File: src/rtl/led_pattern_sequencer_pkg.sv
// led_pat_pkg: shared FSM encoding and widths for the LED pattern sequencer
package led_pat_pkg;
  localparam int SLOTS = 8;
  localparam int CODE_W = 2;
  localparam int SEL_W = 3;
  localparam int CNT_W = 4;
  localparam logic [1:0] IDLE = 2'd0;
  localparam logic [1:0] RECORD = 2'd1;
  localparam logic [1:0] PLAY = 2'd2;
endpackage

File: src/rtl/led_pattern_sequencer_if.sv
// led_pattern_sequencer_if: mode/button controls in, slot codes and mux select out
interface led_pattern_sequencer_if;
  import led_pat_pkg::*;
  logic rec_en;
  logic play_en;
  logic clear;
  logic btn_valid;
  logic [CODE_W-1:0] btn_code;
  logic [CODE_W-1:0] slot0, slot1, slot2, slot3, slot4, slot5, slot6, slot7;
  logic [SEL_W-1:0] sel;
  logic [CNT_W-1:0] count;
  logic full;
  logic playing;
  logic done;
  modport master (
    output rec_en, play_en, clear, btn_valid, btn_code,
    input slot0, slot1, slot2, slot3, slot4, slot5, slot6, slot7, sel, count, full, playing, done
  );
  modport slave (
    input rec_en, play_en, clear, btn_valid, btn_code,
    output slot0, slot1, slot2, slot3, slot4, slot5, slot6, slot7, sel, count, full, playing, done
  );
endinterface

File: src/rtl/led_pattern_sequencer_tick_gen.sv
// led_tick_gen: one-cycle tick every TICK_DIV enabled cycles; counter restarts whenever en drops
module led_tick_gen #(
  parameter int TICK_DIV = 50_000_000,
  parameter int TICK_W = 26
) (
  input  logic clk,
  input  logic rst,
  input  logic en,
  output logic tick
);
  logic [TICK_W-1:0] cnt;
  assign tick = en && cnt == TICK_W'(TICK_DIV - 1);
  always_ff @(posedge clk or posedge rst)
    if (rst) cnt <= '0;
    else cnt <= (en && !tick) ? cnt + 1'b1 : '0;
endmodule

File: src/rtl/led_pattern_sequencer.sv
// led_pattern_sequencer: records LED codes into 8 slots and drives the 8:1 mux select for preview/playback.
// Define LED_PAT_LOOP_EN for looping playback; otherwise playback runs once and pulses done.
module led_pattern_sequencer
  import led_pat_pkg::*;
#(
  parameter int TICK_DIV = 50_000_000,
  parameter int TICK_W = 26
) (
  input logic clk,
  input logic rst,
  led_pattern_sequencer_if.slave bus
);
`ifdef LED_PAT_LOOP_EN
  localparam logic LOOP = 1'b1;
`else
  localparam logic LOOP = 1'b0;
`endif
  logic [1:0] state;
  logic [CODE_W-1:0] slot [SLOTS];
  logic [CNT_W-1:0] count;
  logic [SEL_W-1:0] step;
  logic done, hold, tick, full, last, finish;
  led_tick_gen #(.TICK_DIV(TICK_DIV), .TICK_W(TICK_W)) u_tick (
    .clk(clk),
    .rst(rst),
    .en(state == PLAY),
    .tick(tick)
  );
  assign full = count == CNT_W'(SLOTS);
  assign last = step == SEL_W'(count - 1'b1);
  assign finish = state == PLAY && tick && last && bus.play_en && !bus.rec_en && !bus.clear;
  always_ff @(posedge clk or posedge rst)
    if (rst) begin
      state <= IDLE;
      step <= '0;
      done <= 1'b0;
      hold <= 1'b0;
    end else begin
      done <= finish && !LOOP;
      // after a one-shot run, replay waits until play_en has been released
      hold <= !LOOP && bus.play_en && (hold || finish);
      if (bus.clear) begin
        state <= IDLE;
        step <= '0;
      end else if (state == IDLE)
        state <= bus.rec_en ? RECORD : (bus.play_en && count != '0 && !hold) ? PLAY : IDLE;
      else if (state == RECORD)
        state <= bus.rec_en ? RECORD : IDLE;
      else if (!bus.play_en || bus.rec_en) begin
        state <= IDLE;
        step <= '0;
      end else if (finish) begin
        state <= LOOP ? PLAY : IDLE;
        step <= '0;
      end else if (tick)
        step <= step + 1'b1;
    end
  always_ff @(posedge clk or posedge rst)
    if (rst) begin
      count <= '0;
      slot <= '{default: '0};
    end else if (bus.clear) begin
      count <= '0;
      slot <= '{default: '0};
    end else if (state == RECORD && bus.btn_valid && !full) begin
      slot[count[SEL_W-1:0]] <= bus.btn_code;
      count <= count + 1'b1;
    end
  // the mux maps sel=k to in(k-1), so slot index i is selected by i+1
  assign bus.sel = state == PLAY ? step + 1'b1 : count[SEL_W-1:0];
  assign bus.count = count;
  assign bus.full = full;
  assign bus.playing = state == PLAY;
  assign bus.done = done;
  assign bus.slot0 = slot[0];
  assign bus.slot1 = slot[1];
  assign bus.slot2 = slot[2];
  assign bus.slot3 = slot[3];
  assign bus.slot4 = slot[4];
  assign bus.slot5 = slot[5];
  assign bus.slot6 = slot[6];
  assign bus.slot7 = slot[7];
endmodule

File: src/flat_wrapper.sv
// flat-port wrapper written by rule: the top's interface ports become plain ports
module led_pattern_sequencer_flat import led_pat_pkg::*;
#(
  parameter int TICK_DIV = 50_000_000,
  parameter int TICK_W = 26
)
  (clk, rst, bus_rec_en, bus_play_en, bus_clear, bus_btn_valid, bus_btn_code, bus_slot0, bus_slot1, bus_slot2, bus_slot3, bus_slot4, bus_slot5, bus_slot6, bus_slot7, bus_sel, bus_count, bus_full, bus_playing, bus_done);
  led_pattern_sequencer_if bus_i ();
  input logic clk;
  input logic rst;
  input wire logic [$bits(bus_i.rec_en)-1:0] bus_rec_en;
  input wire logic [$bits(bus_i.play_en)-1:0] bus_play_en;
  input wire logic [$bits(bus_i.clear)-1:0] bus_clear;
  input wire logic [$bits(bus_i.btn_valid)-1:0] bus_btn_valid;
  input wire logic [$bits(bus_i.btn_code)-1:0] bus_btn_code;
  output wire logic [$bits(bus_i.slot0)-1:0] bus_slot0;
  output wire logic [$bits(bus_i.slot1)-1:0] bus_slot1;
  output wire logic [$bits(bus_i.slot2)-1:0] bus_slot2;
  output wire logic [$bits(bus_i.slot3)-1:0] bus_slot3;
  output wire logic [$bits(bus_i.slot4)-1:0] bus_slot4;
  output wire logic [$bits(bus_i.slot5)-1:0] bus_slot5;
  output wire logic [$bits(bus_i.slot6)-1:0] bus_slot6;
  output wire logic [$bits(bus_i.slot7)-1:0] bus_slot7;
  output wire logic [$bits(bus_i.sel)-1:0] bus_sel;
  output wire logic [$bits(bus_i.count)-1:0] bus_count;
  output wire logic [$bits(bus_i.full)-1:0] bus_full;
  output wire logic [$bits(bus_i.playing)-1:0] bus_playing;
  output wire logic [$bits(bus_i.done)-1:0] bus_done;
  assign bus_i.rec_en = bus_rec_en;
  assign bus_i.play_en = bus_play_en;
  assign bus_i.clear = bus_clear;
  assign bus_i.btn_valid = bus_btn_valid;
  assign bus_i.btn_code = bus_btn_code;
  assign bus_slot0 = bus_i.slot0;
  assign bus_slot1 = bus_i.slot1;
  assign bus_slot2 = bus_i.slot2;
  assign bus_slot3 = bus_i.slot3;
  assign bus_slot4 = bus_i.slot4;
  assign bus_slot5 = bus_i.slot5;
  assign bus_slot6 = bus_i.slot6;
  assign bus_slot7 = bus_i.slot7;
  assign bus_sel = bus_i.sel;
  assign bus_count = bus_i.count;
  assign bus_full = bus_i.full;
  assign bus_playing = bus_i.playing;
  assign bus_done = bus_i.done;
  led_pattern_sequencer #(.TICK_DIV(TICK_DIV), .TICK_W(TICK_W)) u_core (.clk(clk), .rst(rst), .bus(bus_i));
endmodule
File: config.mk
export PLATFORM = sky130hd
export DESIGN_NAME = led_pattern_sequencer_flat
export DESIGN_NICKNAME = d
export VERILOG_FILES = /design/src/rtl/led_pattern_sequencer_pkg.sv /design/src/rtl/led_pattern_sequencer_if.sv /design/src/rtl/led_pattern_sequencer_tick_gen.sv /design/src/rtl/led_pattern_sequencer.sv /design/src/flat_wrapper.sv
export SDC_FILE = /design/constraint.sdc
export NUM_CORES = 1
export LEC_CHECK = 0
export CAP_MARGIN = 0
export CORE_MARGIN = 3
export CORE_UTILIZATION = 67
export CTS_CLUSTER_DIAMETER = 50
export DETAILED_ROUTE_END_ITERATION = 12
export DONT_BUFFER_PORTS = 1
export PLACE_DENSITY = 0.79
export SYNTH_ARGS = -nofsm -noshare
export SYNTH_HDL_FRONTEND = slang
export SYNTH_SLANG_ARGS = --single-unit
export TNS_END_PERCENT = 5
File: constraint.sdc
create_clock -name clk -period 5.5 [get_ports clk]
set_input_delay 0.55 -clock clk [delete_from_list [all_inputs] [get_ports clk]]
set_output_delay 0.55 -clock clk [all_outputs]
set_load 0.05 [all_outputs]
==> results.yml, run 1 <==
clock_tree:
  cts-root-buf: "clkbuf_8"
  clock-sinks: 53
  cts.hold.buffers_added: 0
  tritoncts: "built"
  numCtsBuffers: 5
  cts_buffer_depth: 2
  cts_setup_buffers: 0
  clk_latency_ns: 0.31
  cts_resized: 0
  path_clk_slew_ns: 0.10
  h-tree-depth: 2
power:
  power.density_nw_per_um2: 220
  p_leak_nw: 1.24
  ir_drop_mv: 0.145
placed_design:
  portBuffers: 0
  placed_cell_area_um2: 2850
  gp_congestion: 0.830
  numPlacedInstances: 326
  place_ws_ns: 2.73
  dp_hpwl_mm: 3.98
die:
  die_x_um: 71.4
  rows: 23
  die-area_um2: 5090
  core_um2: 4060
  fp.dieH_um: 71.4
  ioPinCount: 34
  start_util_pct: 70.5
sta:
  fmax_mhz: 352
  worstMarginPinSlew_ns: 1.09
  finalSetupTns_ns: 0
  fin_ws_ns: 2.66
  post-route-period-util_pct: 51.7
  hold_viol: 0
  grt_setup_unrepaired: "no"
  fin_worst_skew_ns: 0.00563
  maxSlewHeadroom_pct: 27.0
  slew_violations: 0
  setup_viol: 0
  period_needed_ns: 2.84
route:
  wl_met3_um: 331
  ant_nets: 0
  dr.pass1.iters: 4
  drc: 0
  drt_iter0_drc: 115
  vias: 2208
  wl_per_cell_um: 17.4
  drt-met1-wl_mm: 2.53
  drt-vias-per-instance: 6.61
  wl_met2_mm: 2.85
  wirelength_mm: 5.81
  maxUsedRoutingLayer: "met4"
synth:
  ys_seq_area_share_pct: 46.3
  synth_nets: 306
  postSynthCellCount: 294
  ys_types: 40
  synth_edf_count: 0
  avgSynthCellArea_um2: 9.73
  ys_ff_latch: 53
  syn_area_um2: 2860
  synth_ff_type: "dfrtp_1"
  synth-async-reset-ratio_pct: 100
  ys_warn_count: 0
setup_path:
  worstPathRequired_ns: 4.95
  crit_type: "reg -> out"
  cp-start-kind: "flop"
  timing.rr.start: "u_core.bus.count[0]$_DFFE_PP0P_"
  crit_fanout: 10
  critPathArrivalTime_ns: 2.29
  worst_setup_path_end_kind: "output pin"
  crit_start: "u_core.state[1]$_DFFE_PP0P_"
finish:
  final_nets: 295
  final_cells: 334
  drive_above_1_share_pct: 6.69
  fin_area_um2: 2940
  post-route-util_pct: 72.4
  fillCellCount: 296
  diodes: 0
  area_growth_pct: 2.62
global_routing:
  overflow: 0
  grt_pass1_wl_mm: 9.83
  grt_start_max_net_pins: 54
  antenna_found_initial: 0
  grt_use_total_pct: 24.3
  grt_pass1_vias: 2026
min_path:
  hold_class: "in -> reg"
  holdCritStartpoint: "bus_clear"
flow_run:
  cap_violations: 0
run_status:
  outcome: "finished, final reports clean"
critical path, cell delays in order, from the launching register on:
cell and delay, ns:
dfrtp_1 0.45, nand2b_1 0.31, inv_1 0.38, o21ai_1 0.84
cells in the mapped netlist, types with 5 or more instances:
cell	n	share of area, %
a21oi_1	16	2.8
buf_2	6	1.0
clkbuf_1	10	1.3
dfrtp_1	53	46
inv_1	11	1.4
mux2i_1	16	5.6
nand2_1	11	1.4
nand2b_1	5	1.1
nand3_1	12	2.1
nand4_1	14	3.1
nor2_1	37	4.9
nor4_1	7	1.5
o21ai_0	5	0.87
o31ai_1	11	2.9
or4_1	14	3.7
xnor2_1	8	2.4
xor2_1	9	2.8
per-stage QoR:
| stage | total power, W | hold slack [ns] |
|---|---|---|
| finish | 0.000647 | 0.291 |
| global route | 0.000667 | 0.271 |
| CTS | 0.000654 | 0.277 |
| detailed placement | 0.000430 | 0.501 |
| global placement | 0.000430 | 0.496 |
| floorplan | 0.000429 | 0.475 |
where the power goes:
group	total (W)	switching (W)	leakage, nW	internal, W
logic	0.0000239	0.0000179	0.457	0.00000601
clock network	0.000225	0.000134	0.0445	0.0000906
registers	0.000398	0.00000695	0.739	0.000391
routing by layer:
metal	track usage, %	vias to the layer above
met5	0	-
met4	9.39	0
met3	6.31	7
met2	40.5	62
met1	30.4	1085
li1	-	1054
logic make-up (layout without fill, tap and decap cells):
kind of cell,after synthesis,count (layout),synth area share (%)
muxes,16,16,5.60
AOI/OAI and AO/OA,39,39,8.96
and+or+nand+nor,135,135,27.2
DFF,53,53,46.3
xor gates and xnor gates,18,18,5.99
adders and majority gates,4,4,1.75
buffers and inverters,29,19,4.15
area by class of cell:
type	count	area [um^2]	share of cell area, %
Tap cell	50	62.6	2.13
Sequential cell	53	1330	45.2
Multi-Input combinational cell	212	1420	48.2
Clock inverter	3	21.3	0.724
Clock buffer	5	68.8	2.34
Inverter	11	41.3	1.41
cells in the final DEF (no fill, tap or decap), types with 2 or more instances in the layout:
master,n
or4_1,14
ha_1,4
and3_1,3
or3_2,3
and4_2,2
nor2b_1,4
o31ai_1,11
xnor2_1,8
nor4b_1,3
o21ai_1,2
mux2i_1,16
nand3_1,12
xor2_1,9
nor4bb_1,2
a21oi_1,16
nand2_1,11
inv_1,10
nor4_1,7
dfrtp_1,53
nand2b_1,5
nand4_2,2
nand4_1,14
and4_1,4
nor2_1,37
nor3_1,4
nand3b_1,2
or3_1,2
o311ai_0,3
o21ai_0,3
clkbuf_8,5
registers in the layout, indices dropped and copies added, names as in the netlist:
| signal | flops |
|---|---|
| u_core.bus.count | 4 |
| u_core.bus.done | 1 |
| u_core.bus.slot0 | 2 |
| u_core.bus.slot1 | 2 |
| u_core.bus.slot2 | 2 |
| u_core.bus.slot3 | 2 |
| u_core.bus.slot4 | 2 |
| u_core.bus.slot5 | 2 |
| u_core.bus.slot6 | 2 |
| u_core.bus.slot7 | 2 |
| u_core.hold | 1 |
| u_core.state | 2 |
| u_core.step | 3 |
| u_core.u_tick.cnt | 26 |
worst paths after layout:
path,endpoint,slack (ns),depth (start not counted)
max,bus_sel[1],2.66,3
min,u_core.bus.slot1[1]$_DFFE_PP0P_,0.29,1
max reg2reg,u_core.bus.slot3[0]$_DFFE_PP0P_,2.71,7
min reg2reg,u_core.u_tick.cnt[0]$_DFF_PP0_,0.51,1
max in group asynchronous,u_core.bus.slot5[0]$_DFFE_PP0P_,4.44,1
min in group asynchronous,u_core.bus.slot3[0]$_DFFE_PP0P_,0.38,1
No activity file was read; power rests on OpenSTA's default activity.
==> run 2, diff against run 1 <==
- CORE_UTILIZATION: 67 -> 63
- PLACE_DENSITY: 0.79 -> 0.75
- clock period: 5.5 -> 2.8 ns (I/O delays scaled with it)
==> results.yml, run 2 (same netlist as run 1, synthesis figures left out) <==
die:
  die_x_um: 73.4
  rows: 23
  start_util_pct: 68.1
  fp.dieH_um: 73.4
  core_um2: 4200
  die-area_um2: 5390
  ioPinCount: 34
clock_tree:
  clock-sinks: 53
  cts_setup_buffers: 0
  h-tree-depth: 2
  cts_resized: 0
  cts-root-buf: "clkbuf_8"
  numCtsBuffers: 5
  path_clk_slew_ns: 0.09
  tritoncts: "built"
  cts.hold.buffers_added: 0
  clk_latency_ns: 0.31
  cts_buffer_depth: 2
route:
  wirelength_mm: 5.77
  drc: 0
  drt-vias-per-instance: 6.42
  drt_iter0_drc: 140
  vias: 2190
  ant_nets: 0
  dr.pass1.iters: 4
  wl_per_cell_um: 16.9
run_status:
  outcome: "finished, final reports clean"
setup_path:
  cp-start-kind: "flop"
  crit_type: "reg -> reg"
  worstPathRequired_ns: 2.97
  slowest_delay_ns: 0.57
  critPathArrivalTime_ns: 2.33
  r2r_setup_slack_ns: 0.64
  worst_setup_path_end_kind: "flop"
  crit_chain: "ha_1, nand2_1, or3_1, o21ai_4, nor2_1"
  crit_fanout: 25
  rr_worst_depth: 5
  cp_slowest_cell: "o21ai_4"
finish:
  diodes: 0
  top_register: "u_core.u_tick.cnt"
  area_growth_pct: 5.51
  final_common_cell: "dfrtp_1"
  regArea_um2: 1330
  largestRegisters: "u_core.u_tick.cnt (26), u_core.bus.count (4), u_core.step (3)"
  multi_input_area_um2: 1420
  drive_above_1_share_pct: 8.93
  final_nets: 302
  largest_reg_flops: 26
  fillCellCount: 337
  layout_common_cells: "53 x dfrtp_1, 37 x nor2_1, 16 x mux2i_1, 16 x a21oi_1"
  post-route-util_pct: 71.9
global_routing:
  grt_pass1_wl_mm: 9.73
  grt_start_max_net_pins: 54
  grt_pass1_vias: 2050
  grt_use_total_pct: 23.0
  overflow: 0
  antenna_found_initial: 0
min_path:
  holdPathStages: 1
  hold_class: "in -> reg"
sta:
  grt_setup_unrepaired: "no"
  maxSlewHeadroom_pct: 27.1
  hold_viol: 0
  fin_worst_skew_ns: 0.00418
  fmax_mhz: 463
  slew_violations: 0
  post-route-period-util_pct: 77.1
  period_needed_ns: 2.16
  worstMarginPinSlew_ns: 1.09
  setup_viol: 0
  finalSetupTns_ns: 0
power:
  power.density_nw_per_um2: 456
  ir_drop_mv: 0.360
  p_leak_nw: 1.29
flow_run:
  cap_violations: 0
placed_design:
  gp_congestion: 0.850
  portBuffers: 0
  dp_hpwl_mm: 4.01
run 2: cell types whose count changed in the layout (fill, tap and decap cells not counted), sizes merged:
| cell | previous run | this run |
|---|---|---|
| clkbuf | 5 | 6 |
| inv | 12 | 11 |
| clkinv | 1 | 0 |
| buf | 0 | 7 |
| bufinv | 0 | 1 |
run 2: critical path, delay by kind of cell (launching register included):
kind                       cells  cell delay, ns
adders and majority gates      1            0.35
AOI/OAI and AO/OA              1            0.57
DFF                            1            0.42
and+or+nand+nor                3            0.68
run 2: per-stage QoR:
stage	total power, W	cells	setup WS (ns)	cell area [um^2]	hold slack (ns)
global placement	0.000848	333	0.680	2900	0.349
CTS	0.00139	341	0.637	3020	0.0163
detailed placement	0.000848	333	0.650	2900	0.350
global route	0.00142	341	0.492	3020	0.00916
finish	0.00138	341	0.642	3020	0.0245
floorplan	0.000842	294	0.174	2860	0.418
run 2: report_power, final:
group	internal, W	switching, W
sequential	0.000768	0.00000711
combinational	0.0000149	0.0000421
clock	0.000291	0.000254
total	0.00107	0.000304
run 2: routing by layer:
layer / global-route usage (%) / up-vias / part of all wire [%]
li1: - / 1063 / -
met1: 34.3 / 1075 / 48
met2: 34.3 / 45 / 46
met3: 5.47 / 7 / 4.6
met4: 5.23 / 0 / 1.0
met5: 0 / - / 0
run 2: final cells by class:
| class | count | area share, % |
|---|---|---|
| Clock buffer | 6 | 2.74 |
| Clock inverter | 2 | 1.24 |
| Inverter | 11 | 1.37 |
| Multi-Input combinational cell | 212 | 46.9 |
| Sequential cell | 53 | 43.9 |
| Tap cell | 50 | 2.07 |
| Timing Repair Buffer | 7 | 1.74 |
run 2: final timing paths:
kind,from,endpoint
setup reg to reg,u_core.u_tick.cnt[0]$_DFF_PP0_,u_core.u_tick.cnt[9]$_DFF_PP0_
setup / recovery,u_core.u_tick.cnt[0]$_DFF_PP0_,u_core.u_tick.cnt[9]$_DFF_PP0_
hold reg to reg,u_core.u_tick.cnt[0]$_DFF_PP0_,u_core.u_tick.cnt[0]$_DFF_PP0_
max in group asynchronous,rst,u_core.bus.count[2]$_DFFE_PP0P_
hold / removal,bus_clear,u_core.state[0]$_DFFE_PP0P_
min in group asynchronous,rst,u_core.bus.slot4[0]$_DFFE_PP0P_
